**config.mk**
```make
export PLATFORM = sky130hd
export DESIGN_NAME = cla_addsub_pipe
export DESIGN_NICKNAME = d
export VERILOG_FILES = /design/src/rtl/cla_pkg.sv /design/src/rtl/cla8_carry.sv /design/src/rtl/cla_addsub_pipe.sv
export SDC_FILE = /design/constraint.sdc
export NUM_CORES = 1
export LEC_CHECK = 0
export ABC_CLOCK_PERIOD_IN_PS = 1800
export BUFFER_PORTS_ARGS = -buffer_cell sky130_fd_sc_hd__buf_2
export CORE_MARGIN = 2
export CORE_UTILIZATION = 53
export CTS_CLUSTER_DIAMETER = 40
export DETAILED_ROUTE_END_ITERATION = 12
export PLACE_DENSITY = 0.79
export SLEW_MARGIN = 20
export SYNTH_ARGS = -nofsm -noshare
export SYNTH_HDL_FRONTEND = slang
export SYNTH_SLANG_ARGS = --single-unit
```
**constraint.sdc**
```tcl
create_clock -name clk -period 1.8 [get_ports clk]
set_input_delay 0.36 -clock clk [delete_from_list [all_inputs] [get_ports clk]]
set_output_delay 0.36 -clock clk [all_outputs]
set_load 0.005 [all_outputs]
```
**src/rtl/cla_pkg.sv**
```systemverilog
// ---------------------------------------------------------------------------
// cla_pkg
// Shared constants and types for the pipelined 8-bit CLA adder/subtractor.
//   DATA_W            datapath width (8)
//   FLAG_C/V/Z/N      bit positions inside the 4-bit flags word, C at bit 3
//   SAT_POS/SAT_NEG   signed saturation limits
//   s1_bundle_t       stage-1 register contents (propagate/generate vectors,
//                     carry-in, operand sign bits and, only when
//                     CLA_ADDSUB_SAT_EN is defined, the saturation request)
// ---------------------------------------------------------------------------
package cla_pkg;

  localparam int DATA_W = 8;

  localparam int FLAG_C = 3;
  localparam int FLAG_V = 2;
  localparam int FLAG_Z = 1;
  localparam int FLAG_N = 0;

  localparam logic [7:0] SAT_POS = 8'h7F;
  localparam logic [7:0] SAT_NEG = 8'h80;

  typedef struct packed {
    logic [DATA_W-1:0] p;
    logic [DATA_W-1:0] g;
    logic              c0;
    logic              a_msb;
    logic              b_msb;
`ifdef CLA_ADDSUB_SAT_EN
    logic              sat;
`endif
  } s1_bundle_t;

endpackage

```
**src/rtl/cla8_carry.sv**
```systemverilog
// ---------------------------------------------------------------------------
// cla8_carry
// Combinational two-level carry lookahead for an 8-bit adder.
//   p  [7:0]  in   propagate vector (a ^ b_eff)
//   g  [7:0]  in   generate vector  (a & b_eff)
//   c0        in   carry into bit 0
//   c  [8:1]  out  carry into bit i (c[8] is the carry out)
// Each c[i] is built as a flat sum of products directly from p/g/c0:
//   c[i] = g[i-1] | p[i-1]g[i-2] | ... | p[i-1]..p[0]c0
// so no carry depends on a previously computed carry.
// ---------------------------------------------------------------------------
module cla8_carry
  import cla_pkg::*;
(
  input  logic [DATA_W-1:0] p,
  input  logic [DATA_W-1:0] g,
  input  logic              c0,
  output logic [DATA_W:1]   c
);

  // Flat AND-OR expansion of every carry from the propagate/generate terms.
  always_comb begin
    logic acc;
    logic term;
    c = {DATA_W{1'b0}};
    for (int i = 1; i <= DATA_W; i++) begin
      acc = 1'b0;
      // Generate at bit j, propagated through bits j+1 .. i-1.
      for (int j = 0; j < i; j++) begin
        term = g[j];
        for (int k = j + 1; k < i; k++) begin
          term = term & p[k];
        end
        acc = acc | term;
      end
      // Carry-in propagated through bits 0 .. i-1.
      term = c0;
      for (int k = 0; k < i; k++) begin
        term = term & p[k];
      end
      c[i] = acc | term;
    end
  end

endmodule

```
**src/rtl/cla_addsub_pipe.sv**
```systemverilog
// ---------------------------------------------------------------------------
// cla_addsub_pipe
// Two-stage pipelined 8-bit adder/subtractor with valid/ready handshakes.
//   clk, rst_n          clock, asynchronous active-low reset
//   in_valid/in_ready   input handshake; in_ready depends only on state and
//                       out_ready, never on in_valid
//   a, b [7:0]          operands
//   cin                 carry-in (add only)
//   sub                 0: a + b + cin, 1: a - b
//   sat                 signed saturation request (CLA_ADDSUB_SAT_EN only)
//   out_valid/out_ready output handshake
//   sum [7:0]           result
//   flags [3:0]         {C, V, Z, N}; for subtract C = 1 means no borrow
// Stage 1 registers P/G/c0 and the sign bits; stage 2 resolves the carries
// with cla8_carry and registers sum and flags.
// Optional feature macro: CLA_ADDSUB_SAT_EN (signed saturation on overflow).
// ---------------------------------------------------------------------------
module cla_addsub_pipe
  import cla_pkg::*;
(
  input  logic        clk,
  input  logic        rst_n,
  input  logic        in_valid,
  output logic        in_ready,
  input  logic [7:0]  a,
  input  logic [7:0]  b,
  input  logic        cin,
  input  logic        sub,
  input  logic        sat,
  output logic        out_valid,
  input  logic        out_ready,
  output logic [7:0]  sum,
  output logic [3:0]  flags
);

  logic              s1_valid;
  s1_bundle_t        s1_q;
  s1_bundle_t        s1_d;
  logic              s1_adv;
  logic              s2_adv;
  logic [DATA_W-1:0] b_eff;
  logic [DATA_W:1]   carry;
  logic [DATA_W-1:0] raw_sum;
  logic [DATA_W-1:0] fin_sum;
  logic              v_flag;
  logic [3:0]        flags_d;

`ifndef CLA_ADDSUB_SAT_EN
  // sat has no function in this build; tie it off so it is visibly unused.
  logic unused_sat;
  assign unused_sat = sat;
`endif

  // Handshake: a stage advances when its successor can take its contents.
  always_comb begin
    s2_adv   = !out_valid || out_ready;
    s1_adv   = !s1_valid || s2_adv;
    in_ready = s1_adv;
  end

  // Stage-1 next bundle: subtract is a + ~b + 1.
  always_comb begin
    b_eff    = sub ? ~b : b;
    s1_d     = '0;
    s1_d.p     = a ^ b_eff;
    s1_d.g     = a & b_eff;
    s1_d.c0    = sub ? 1'b1 : cin;
    s1_d.a_msb = a[DATA_W-1];
    s1_d.b_msb = b_eff[DATA_W-1];
`ifdef CLA_ADDSUB_SAT_EN
    s1_d.sat   = sat;
`endif
  end

  // Stage-1 register; holds its bundle while stage 2 is stalled.
  always_ff @(posedge clk or negedge rst_n) begin
    if (!rst_n) begin
      s1_valid <= 1'b0;
      s1_q     <= '0;
    end else if (s1_adv) begin
      s1_valid <= in_valid;
      if (in_valid) begin
        s1_q <= s1_d;
      end
    end
  end

  cla8_carry u_carry (
    .p  (s1_q.p),
    .g  (s1_q.g),
    .c0 (s1_q.c0),
    .c  (carry)
  );

  // Stage-2 result: sum bits, overflow, optional saturation, flags.
  always_comb begin
    // The msb propagate term equals a_msb ^ b_msb, taken from the sign bits.
    raw_sum = {s1_q.a_msb ^ s1_q.b_msb ^ carry[DATA_W-1],
               s1_q.p[DATA_W-2:0] ^ {carry[DATA_W-2:1], s1_q.c0}};
    v_flag  = carry[DATA_W] ^ carry[DATA_W-1];
`ifdef CLA_ADDSUB_SAT_EN
    // Overflow direction follows the sign of a.
    if (s1_q.sat && v_flag) begin
      fin_sum = s1_q.a_msb ? SAT_NEG : SAT_POS;
    end else begin
      fin_sum = raw_sum;
    end
`else
    fin_sum = raw_sum;
`endif
    flags_d         = 4'b0000;
    flags_d[FLAG_C] = carry[DATA_W];
    flags_d[FLAG_V] = v_flag;
    flags_d[FLAG_Z] = (fin_sum == 8'h00);
    flags_d[FLAG_N] = fin_sum[DATA_W-1];
  end

  // Stage-2 output register; holds sum/flags while the consumer stalls.
  always_ff @(posedge clk or negedge rst_n) begin
    if (!rst_n) begin
      out_valid <= 1'b0;
      sum       <= 8'h00;
      flags     <= 4'b0000;
    end else if (s2_adv) begin
      out_valid <= s1_valid;
      if (s1_valid) begin
        sum   <= fin_sum;
        flags <= flags_d;
      end
    end
  end

endmodule

```
==> impl_metrics.ini, run 1 <==
[run_status]
status = finished, final reports clean

[critical_path]
timing.rr.start = s1_q[11]
crit_arrival_ns = 1.96
cp-endpoint = flags[2]
reg2reg_to = flags[2]
cp-end-kind = register
required_ns = 2.01
worstSetupStartpoint = s1_q[11]
path_class = reg2reg
crit_fanout = 4
worstSetupStartpointType = register
r2r_slack_ns = 0.05
reg2regPathDepth = 6

[sta]
rsz0062_at_grt = false
hold_ws_ns = 0.0552
slew_viol_final = 0
layout_worst_path_cycle_share_pct = 97.0
hold_viol_final = 0
fmax_mhz = 573
max_slew.worst_pin.slew_ns = 0.678
slew_headroom_pct = 54.8
fin_crit_ns = 1.75
skew_ns = 0.00700
fin_tns_setup_ns = 0
setup_violations = 0

[final_layout]
nets = 219
num-fill-cells = 247
final_cells = 232
syn2layout_area_growth_pct = 17.0
antenna_cells = 0
drive_gt1_share_pct = 37.2

[clock_network]
clock-sinks = 32
h-tree-depth = 2
cts_root_buf = clkbuf_4
cts_tree = done
cts.clk_slew.worst_paths_ns = 0.10
clock_latency_ns = 0.33
cts_max_path_buffers = 2
cts_buffers = 5

[routing]
routed_wl_mm = 2.87
drc = 0
first_pass_iters = 4
drt_iter0_markers = 26
vias = 1195
ant_nets = 0
via_per_inst = 5.15
post_drt_wl_per_cell_um = 12.4

[die]
initial_core_util_pct = 55.0
die_y_um = 60.1
coreArea_um2 = 3030
rows = 20
die_area_um2 = 3610
io-pin-count = 37
die_w_um = 60.1

[global_route]
grt.overflow.total = 0
grt_pass1_wl_mm = 4.99
antenna_found_initial = 0
grt_max_degree = 33
grt_pass1_vias = 1153
grtUsageTotal_pct = 18.8

[yosys]
muxShareOfSynthArea_pct = 13.4
synth_top_family_by_area = multiplexers
syn_area_um2 = 1670
ys_top_cells_by_area = dfrtp_1 (48%), mux2_2 (13%), ha_1 (6.8%)
synthCells = 150
ys_seq_area_share_pct = 48.1
synth_compound_area_share_pct = 8.87
synth_simple_gate_area_share_pct = 13.1
yosys_register_bits = 32
yosys_warnings = 0
yosysTopAreaCell = dfrtp_1
synth_xor_area_share_pct = 7.89
synthAdderAreaFrac_pct = 6.76
avgSynthCellArea_um2 = 11.1
synth.net_count = 182
synth_top_area_share_pct = 48.1
synth_cell_type_count = 33

[pwr]
p_per_area_nw_per_um2 = 1110
ir_drop_uv = 596
switching_power_mw = 0.709
power_frac_comb_pct = 31.6
power_leakage_nw = 0.961
p_clk_share_pct = 19.4
cell_internal_pwr_mw = 1.45
swShare_pct = 32.9
pwr-share-seq_pct = 49.0

[run]
drv_cap = 0

[placed_design]
io_buffer_count = 35
place.gp.congestion = 0.783
dp.final_hpwl_mm = 2.25
dp_cells = 224

[hold_path]
hold_path.class = in2async
-- power groups by stage --
stage / Combinational [mW] / Sequential (mW) / Clock [mW]
5_1_grt: 0.777 / 1.09 / 0.467
6_report: 0.681 / 1.06 / 0.419
3_5_place_dp: 0.683 / 1.07 / 0
3_3_place_gp: 0.660 / 1.05 / 0
2_1_floorplan: 0.477 / 1.04 / 0
4_1_cts: 0.685 / 1.06 / 0.433
-- per-layer routing --
layer	track usage [%]	share of wire (%)	up-vias	wire length, um
met5	0	0	-	0
met2	31.2	51	24	1480
li1	-	-	601	-
met1	22.1	43	566	1220
met4	7.30	0.98	0	28
met3	6.93	4.9	4	142
-- cells in the final DEF (no fill, tap or decap) --
cell type	synthesis	final
ha_1	9	8
nand2b_1	3	3
a21o_1	1	1
nand3b_1	2	2
a21o_2	1	1
xnor2_1	3	3
clkinv_2	0	2
or2b_2	1	1
a211oi_1	1	1
xor2_1	12	12
o21ai_0	4	4
mux2i_1	1	1
a31oi_1	1	1
dfrtp_1	32	32
nand3_1	1	1
nor3_2	0	1
o311a_1	1	1
or3_1	2	2
buf_2	1	35
ha_2	0	1
and2_1	1	1
a32o_1	1	1
a21oi_1	5	5
buf_4	1	2
mux2_2	19	19
nor2_1	5	5
o211ai_1	2	2
a311o_1	1	1
nor4_2	1	1
nor3_1	3	2
o21a_1	1	1
a211o_1	1	1
nand2_1	26	26
clkbuf_8	0	1
clkbuf_4	0	5
or3_2	1	1
o221a_1	1	1
-- cell usage after synthesis --
cell / number
nand2_1: 26
o21ai_0: 4
nor4_2: 1
nand3_1: 1
a211o_1: 1
and2_1: 1
o311a_1: 1
o211ai_1: 2
or2b_2: 1
buf_4: 1
dfrtp_1: 32
o221a_1: 1
xor2_1: 12
xnor2_1: 3
or3_1: 2
nor2_1: 5
buf_2: 1
a211oi_1: 1
nor3_1: 3
mux2_2: 19
clkbuf_1: 5
or3_2: 1
a21o_2: 1
a21oi_1: 5
a311o_1: 1
mux2i_1: 1
a32o_1: 1
a31oi_1: 1
o21a_1: 1
a21o_1: 1
nand2b_1: 3
nand3b_1: 2
ha_1: 9
-- final cells by class --
class                      count  area, um^2  share of cell area (%)
clock buffer                   6        51.3                    2.63
multi-input combinational    111         841                    43.2
sequential                    32         801                    41.1
timing repair buffer          37         190                    9.76
clock inverter                 2        10.0                   0.514
tap                           44        55.1                    2.83
-- worst min-delay path by stage --
stage	to	start	depth (start not counted)	slack (ns)
after floorplan	flags[0]	rst_n	0	0.06
after global placement	out_valid	rst_n	1	0.43
after detailed placement	out_valid	rst_n	1	0.44
after CTS	s1_q[1]	rst_n	1	0.07
after global routing	sum[0]	rst_n	1	0.08
final	out_valid	rst_n	1	0.06
-- metrics by stage --
step                      utilization (%)  area [um^2]  power [mW]  worst slack (ns)
after floorplan                         -         1670        1.52             0.166
after global placement               62.1         1880        1.71             0.102
after detailed placement             62.1         1880        1.76            0.0447
after CTS                            64.1         1940        2.18            0.0371
after global routing                 64.3         1950        2.33           0.00221
final                                64.3         1950        2.16            0.0534
-- logic make-up after synthesis --
| logic type | after synthesis |
|---|---|
| XOR/XNOR | 15 |
| AO/OA/AOI/OAI | 21 |
| multiplexers | 20 |
| buffers and inverters | 7 |
| adder cells (fa/ha/maj) | 9 |
| flip-flops | 32 |
| AND/OR/NAND/NOR | 46 |
-- state kept, by name (all words and copies together), names as in the netlist --
name	count
s1_valid	1
out_valid	1
sum	7
s1_q	19
flags	4
-- critical path: stages, from the launching register on --
cell and delay, ns:
dfrtp_1 0.39, ha_2 0.21, o211ai_1 0.24, a21o_2 0.20, nand2_1 0.05, o311a_1 0.30
a211o_1 0.24
-- what timing repair did --
action / 4_1_cts / 5_1_grt
endpoints found under the setup margin: 0 / 2
hold endpoints to repair: 0 / 0
hold buffers: 0 / 0
buffers inserted: 0 / 0
resized for setup: 0 / 2
No activity file was read; power rests on OpenSTA's default activity.
==> inputs of run 2 (changes only) <==
CORE_MARGIN = default   (was 2)
==> run 2 against run 1 <==
  * The flow now finishes with violations (design-rule violations)
  * Combinational power grew 3.4%
  * Global-route usage grew 0.79 points
  * Critical path depth is the same
  * Sequential share of layout area shrank 0.24 points
  * Cell count shrank 0.86%
  * Critical path type unchanged
  * Critical endpoint is now flags[1]
==> impl_metrics.ini, run 2 (synthesized netlist as in run 1, its figures left out) <==
[final_layout]
nets = 219
largest_register = s1_q
reg_top3 = s1_q x19, sum x7, flags x4
syn2layout_area_growth_pct = 17.7
antenna_cells = 0
drive_gt1_share_pct = 37.8
stdcell_area_um2 = 1960
largest_reg_flops = 19
final_util_pct = 68.1
layout_common_cells = buf_2 (35), dfrtp_1 (32), nand2_1 (26)
layout_commonest_cell = buf_2

[die]
rows = 19
die_y_um = 58.1
die_w_um = 58.1
io-pin-count = 37
die_area_um2 = 3370
initial_core_util_pct = 57.9
coreArea_um2 = 2880

[global_route]
grt_max_degree = 33
grtUsageTotal_pct = 19.6
grt_pass1_vias = 1136
grt.overflow.total = 0
antenna_found_initial = 0
grt_pass1_wl_mm = 4.94

[clock_network]
cts_tree = done
holdBufCountCts = 0
clock_latency_ns = 0.32
clock-sinks = 32
h-tree-depth = 2
cts.clk_slew.worst_paths_ns = 0.09
cts_buffers = 5
cts_root_buf = clkbuf_4
cts_max_path_buffers = 2

[sta]
fin_tns_setup_ns = 0
max_slew.worst_pin.slew_ns = 0.686
slew_viol_final = 0
skew_ns = 0.00687
fmax_mhz = 582
hold_viol_final = 0
fin_crit_ns = 1.72
finalWorstSetupSlack_ns = 0.0817
setup_violations = 0
layout_worst_path_cycle_share_pct = 95.5
slew_headroom_pct = 54.3

[run]
drv_cap = 0

[critical_path]
timing.rr.start = s1_q[2]
crit_arrival_ns = 1.93
worstSetupStartpointType = register
worstSetupStartpoint = s1_q[2]
r2r_slack_ns = 0.08
reg2regPathDepth = 6
path_class = reg2reg
reg2reg_to = flags[1]
cp_top_family = compound AO/OA/AOI/OAI gates
crit_path_top_delay_cell = dfrtp_1
cp-end-kind = register
cp_slowest_stage_delay_ns = 0.40
path_buf_inv = 0
crit_fanout = 4
required_ns = 2.02
path_cells = ha_2 > o211ai_1 > a21o_2 > a21oi_2 > a311o_1 > a32o_1

[routing]
drc = 2
routed_wl_mm = 2.92
ant_nets = 0
post_drt_wl_per_cell_um = 12.7
drt_iter0_markers = 60
via_per_inst = 5.31
first_pass_iters = 11
vias = 1222

[pwr]
p_per_area_nw_per_um2 = 1110
power_leakage_nw = 0.958
ir_drop_uv = 706
power_mw = 2.18

[placed_design]
dp.final_hpwl_mm = 2.16
place_area_um2 = 1880
place.gp.congestion = 0.773
dpl_worst_slack_ns = 0.0606
io_buffer_count = 35

[hold_path]
hold_path.class = in2async

[run_status]
status = finished with violations
violations = design-rule violations
==> run 2: metal layers <==
| metal | part of all wire (%) | vias to the layer above | wire length [um] | GRT usage, % |
|---|---|---|---|---|
| met2 | 47 | 32 | 1390 | 31.2 |
| met4 | 0.31 | 0 | 9 | 5.10 |
| met3 | 4.8 | 2 | 141 | 7.59 |
| li1 | - | 599 | - | - |
| met5 | 0 | - | 0 | 0 |
| met1 | 47 | 589 | 1380 | 25.3 |
==> run 2: worst max path at each step <==
stage | to | slack (ns) | cells after the start
after floorplan | flags[1] | 0.17 | 6
after global placement | flags[1] | 0.1 | 6
after detailed placement | flags[1] | 0.06 | 6
after CTS | flags[1] | 0.04 | 6
after global routing | flags[2] | -0.02 | 6
final | flags[1] | 0.08 | 6
==> run 2: stage by stage <==
stage	hold slack (ns)	std cells
2_1_floorplan	0.0644	150
3_3_place_gp	0.431	222
3_5_place_dp	0.441	222
4_1_cts	0.0805	230
5_1_grt	0.0998	230
6_report	0.0650	230
==> run 2: power by group <==
part           leakage, nW  total, mW  internal, mW  switching [mW]
clock network       0.0326      0.415         0.193           0.222
registers            0.390       1.06         0.901           0.157
logic                0.535      0.704         0.370           0.334
total                0.958       2.18          1.46           0.713
==> run 2: cell type report <==
cell class	count	area [um^2]
fillers	235	917
multi-input cells	111	857
flip-flops and latches	32	801
repair buffers	37	190
clock buffers	8	58.8
well taps	42	52.6
==> run 2: worst reg2reg max path, delay by kind of cell (launching register included) <==
kind | cells | cell delay, ns
fa+ha+maj | 1 | 0.21
compound gates | 5 | 1.02
flops | 1 | 0.40
==> run 2: timing repair <==
action | CTS | global route
buffers inserted | 0 | 0
gates resized for setup | 0 | 6
endpoints found under the setup margin | 0 | 2
endpoints found under the hold margin | 0 | 0
==> inputs of run 3 (changes only) <==
==> constraint.sdc (replaced) <==
create_clock -name clk -period 1.8 [get_ports clk]
set_input_delay 0.18 -clock clk [delete_from_list [all_inputs] [get_ports clk]]
set_output_delay 0.18 -clock clk [all_outputs]
set_load 0.005 [all_outputs]
==> run 3 against run 2 <==
  * The flow still finishes with violations (design-rule violations)
  * Clock skew is 0.0062 ns higher
  * Highest routed layer unchanged
  * First-iteration DRC count is 40% lower
  * Largest cell class unchanged
  * Sequential share of layout area is 0.13 points lower
  * Design area is 0.32% higher
  * Clock-buffer cell count is 2 lower
  * Wire length is 3.7% higher
  * Total power is 4.8% higher
  * Critical path depth stayed put
  * Fmax is 1.7% lower
  * Die area stayed put
==> impl_metrics.ini, run 3 (synthesized netlist as in run 1, its figures left out) <==
[critical_path]
worstSetupStartpointType = register
worstSetupStartpoint = s1_q[11]
crit_path_top_delay_cell = dfrtp_1
cp-end-kind = register
path_class = reg2reg
path_cells = ha_2 > o211ai_1 > a21o_2 > a21oi_1 > a311o_1 > a32o_1
timing.rr.start = s1_q[11]
required_ns = 2.05
crit_arrival_ns = 1.99
cp_slowest_stage_delay_ns = 0.39
crit_fanout = 4

[final_layout]
final_util_pct = 68.3
largest_reg_flops = 19
nets = 220
stdcell_area_um2 = 1970
syn2layout_area_growth_pct = 18.0
layout_common_cells = buf_2 (35), dfrtp_1 (32), nand2_1 (26)
antenna_cells = 0
largest_register = s1_q
reg_top3 = s1_q x19, sum x7, flags x4
layout_commonest_cell = buf_2
drive_gt1_share_pct = 36.0
num-fill-cells = 240

[global_route]
grtUsageTotal_pct = 20.7
grt_pass1_wl_mm = 5.08
grt_pass1_vias = 1168
grt.overflow.total = 0
grt_max_degree = 33
antenna_found_initial = 0

[routing]
via_per_inst = 5.17
drc = 2
vias = 1195
routed_wl_mm = 3.03
drt_iter0_markers = 36
post_drt_wl_per_cell_um = 13.1
ant_nets = 0
first_pass_iters = 9

[pwr]
p_per_area_nw_per_um2 = 1160
ir_drop_uv = 619
power_leakage_nw = 0.969

[sta]
slew_viol_final = 0
setup_violations = 0
hold_ws_ns = 0.0405
hold_viol_final = 0
skew_ns = 0.0131
layout_worst_path_cycle_share_pct = 97.1
finalWorstSetupSlack_ns = 0.0527
fmax_mhz = 572
rsz0062_at_grt = true
fin_tns_setup_ns = 0
fin_crit_ns = 1.75
max_slew.worst_pin.slew_ns = 0.699
slew_headroom_pct = 53.4

[placed_design]
place_area_um2 = 1880
io_buffer_count = 35
dpl_worst_slack_ns = 0.0291
dp.final_hpwl_mm = 2.35
place.gp.congestion = 0.763

[die]
die_y_um = 58.1
io-pin-count = 37
rows = 19
coreArea_um2 = 2880
initial_core_util_pct = 57.9
die_w_um = 58.1
die_area_um2 = 3370

[run]
drv_cap = 0

[run_status]
violations = design-rule violations
status = finished with violations

[hold_path]
hold_path.class = in2reg
min-delay-start = in_valid

[clock_network]
clock_latency_ns = 0.34
cts_max_path_buffers = 2
cts_tree = done
cts_buffers = 5
cts_root_buf = clkbuf_4
h-tree-depth = 2
post_cts_buffers = 0
cts.clk_slew.worst_paths_ns = 0.10
clock-sinks = 32
-- run 3: changes by cell type in the layout (fill, tap and decap cells not counted), sizes merged --
cell | before | now
dlygate4sd3 | 0 | 1
bufinv | 0 | 1
clkinv | 0 | 1
clkbuf | 8 | 6
-- run 3: per-stage QoR --
stage / cells / power [mW]
floorplan: 150 / 1.52
global placement: 222 / 1.71
detailed placement: 222 / 1.76
CTS: 231 / 2.30
global route: 231 / 2.44
finish: 231 / 2.28
-- run 3: critical path: cells and delay by family (launching register included) --
| kind | cells | cell delay (ns) |
|---|---|---|
| adders and majority gates | 1 | 0.20 |
| DFF | 1 | 0.39 |
| AOI/OAI and AO/OA | 5 | 1.07 |
-- run 3: worst paths after layout --
path	endpoint	cells past startpoint	slack (ns)
min reg2reg	sum[3]	2	0.48
min	s1_valid	2	0.04
max	flags[1]	6	0.05
max reg2reg	flags[1]	6	0.05
min in group asynchronous	s1_q[7]	2	0.42
max in group asynchronous	s1_q[6]	2	0.93
-- run 3: what timing repair did --
item / in CTS / in global routing
setup endpoints to repair: 0 / 2
resized for setup: 0 / 1
hold buffers: 1 / 0
hold endpoints to repair: 32 / 0
-- run 3: where the power goes --
group / total (mW) / internal (mW) / switching (mW)
Clock: 0.539 / 0.291 / 0.248
Sequential: 1.06 / 0.900 / 0.159
Combinational: 0.682 / 0.361 / 0.321
-- run 3: cell type report --
class / count / area, um^2 / area share [%]
Sequential cell: 32 / 801 / 40.7
Tap cell: 42 / 52.6 / 2.67
Clock inverter: 2 / 35.0 / 1.78
Clock buffer: 6 / 41.3 / 2.10
Timing Repair Buffer: 38 / 200 / 10.2
Multi-Input combinational cell: 111 / 836 / 42.5
-- run 3: routing by layer --
| layer | wire length, um | vias up | share of wire (%) | track usage [%] |
|---|---|---|---|---|
| met5 | 0 | - | 0 | 0 |
| met1 | 1350 | 561 | 45 | 24.0 |
| met2 | 1490 | 28 | 49 | 35.6 |
| met3 | 135 | 6 | 4.5 | 8.04 |
| met4 | 44 | 0 | 1.5 | 6.12 |
| li1 | - | 600 | - | - |
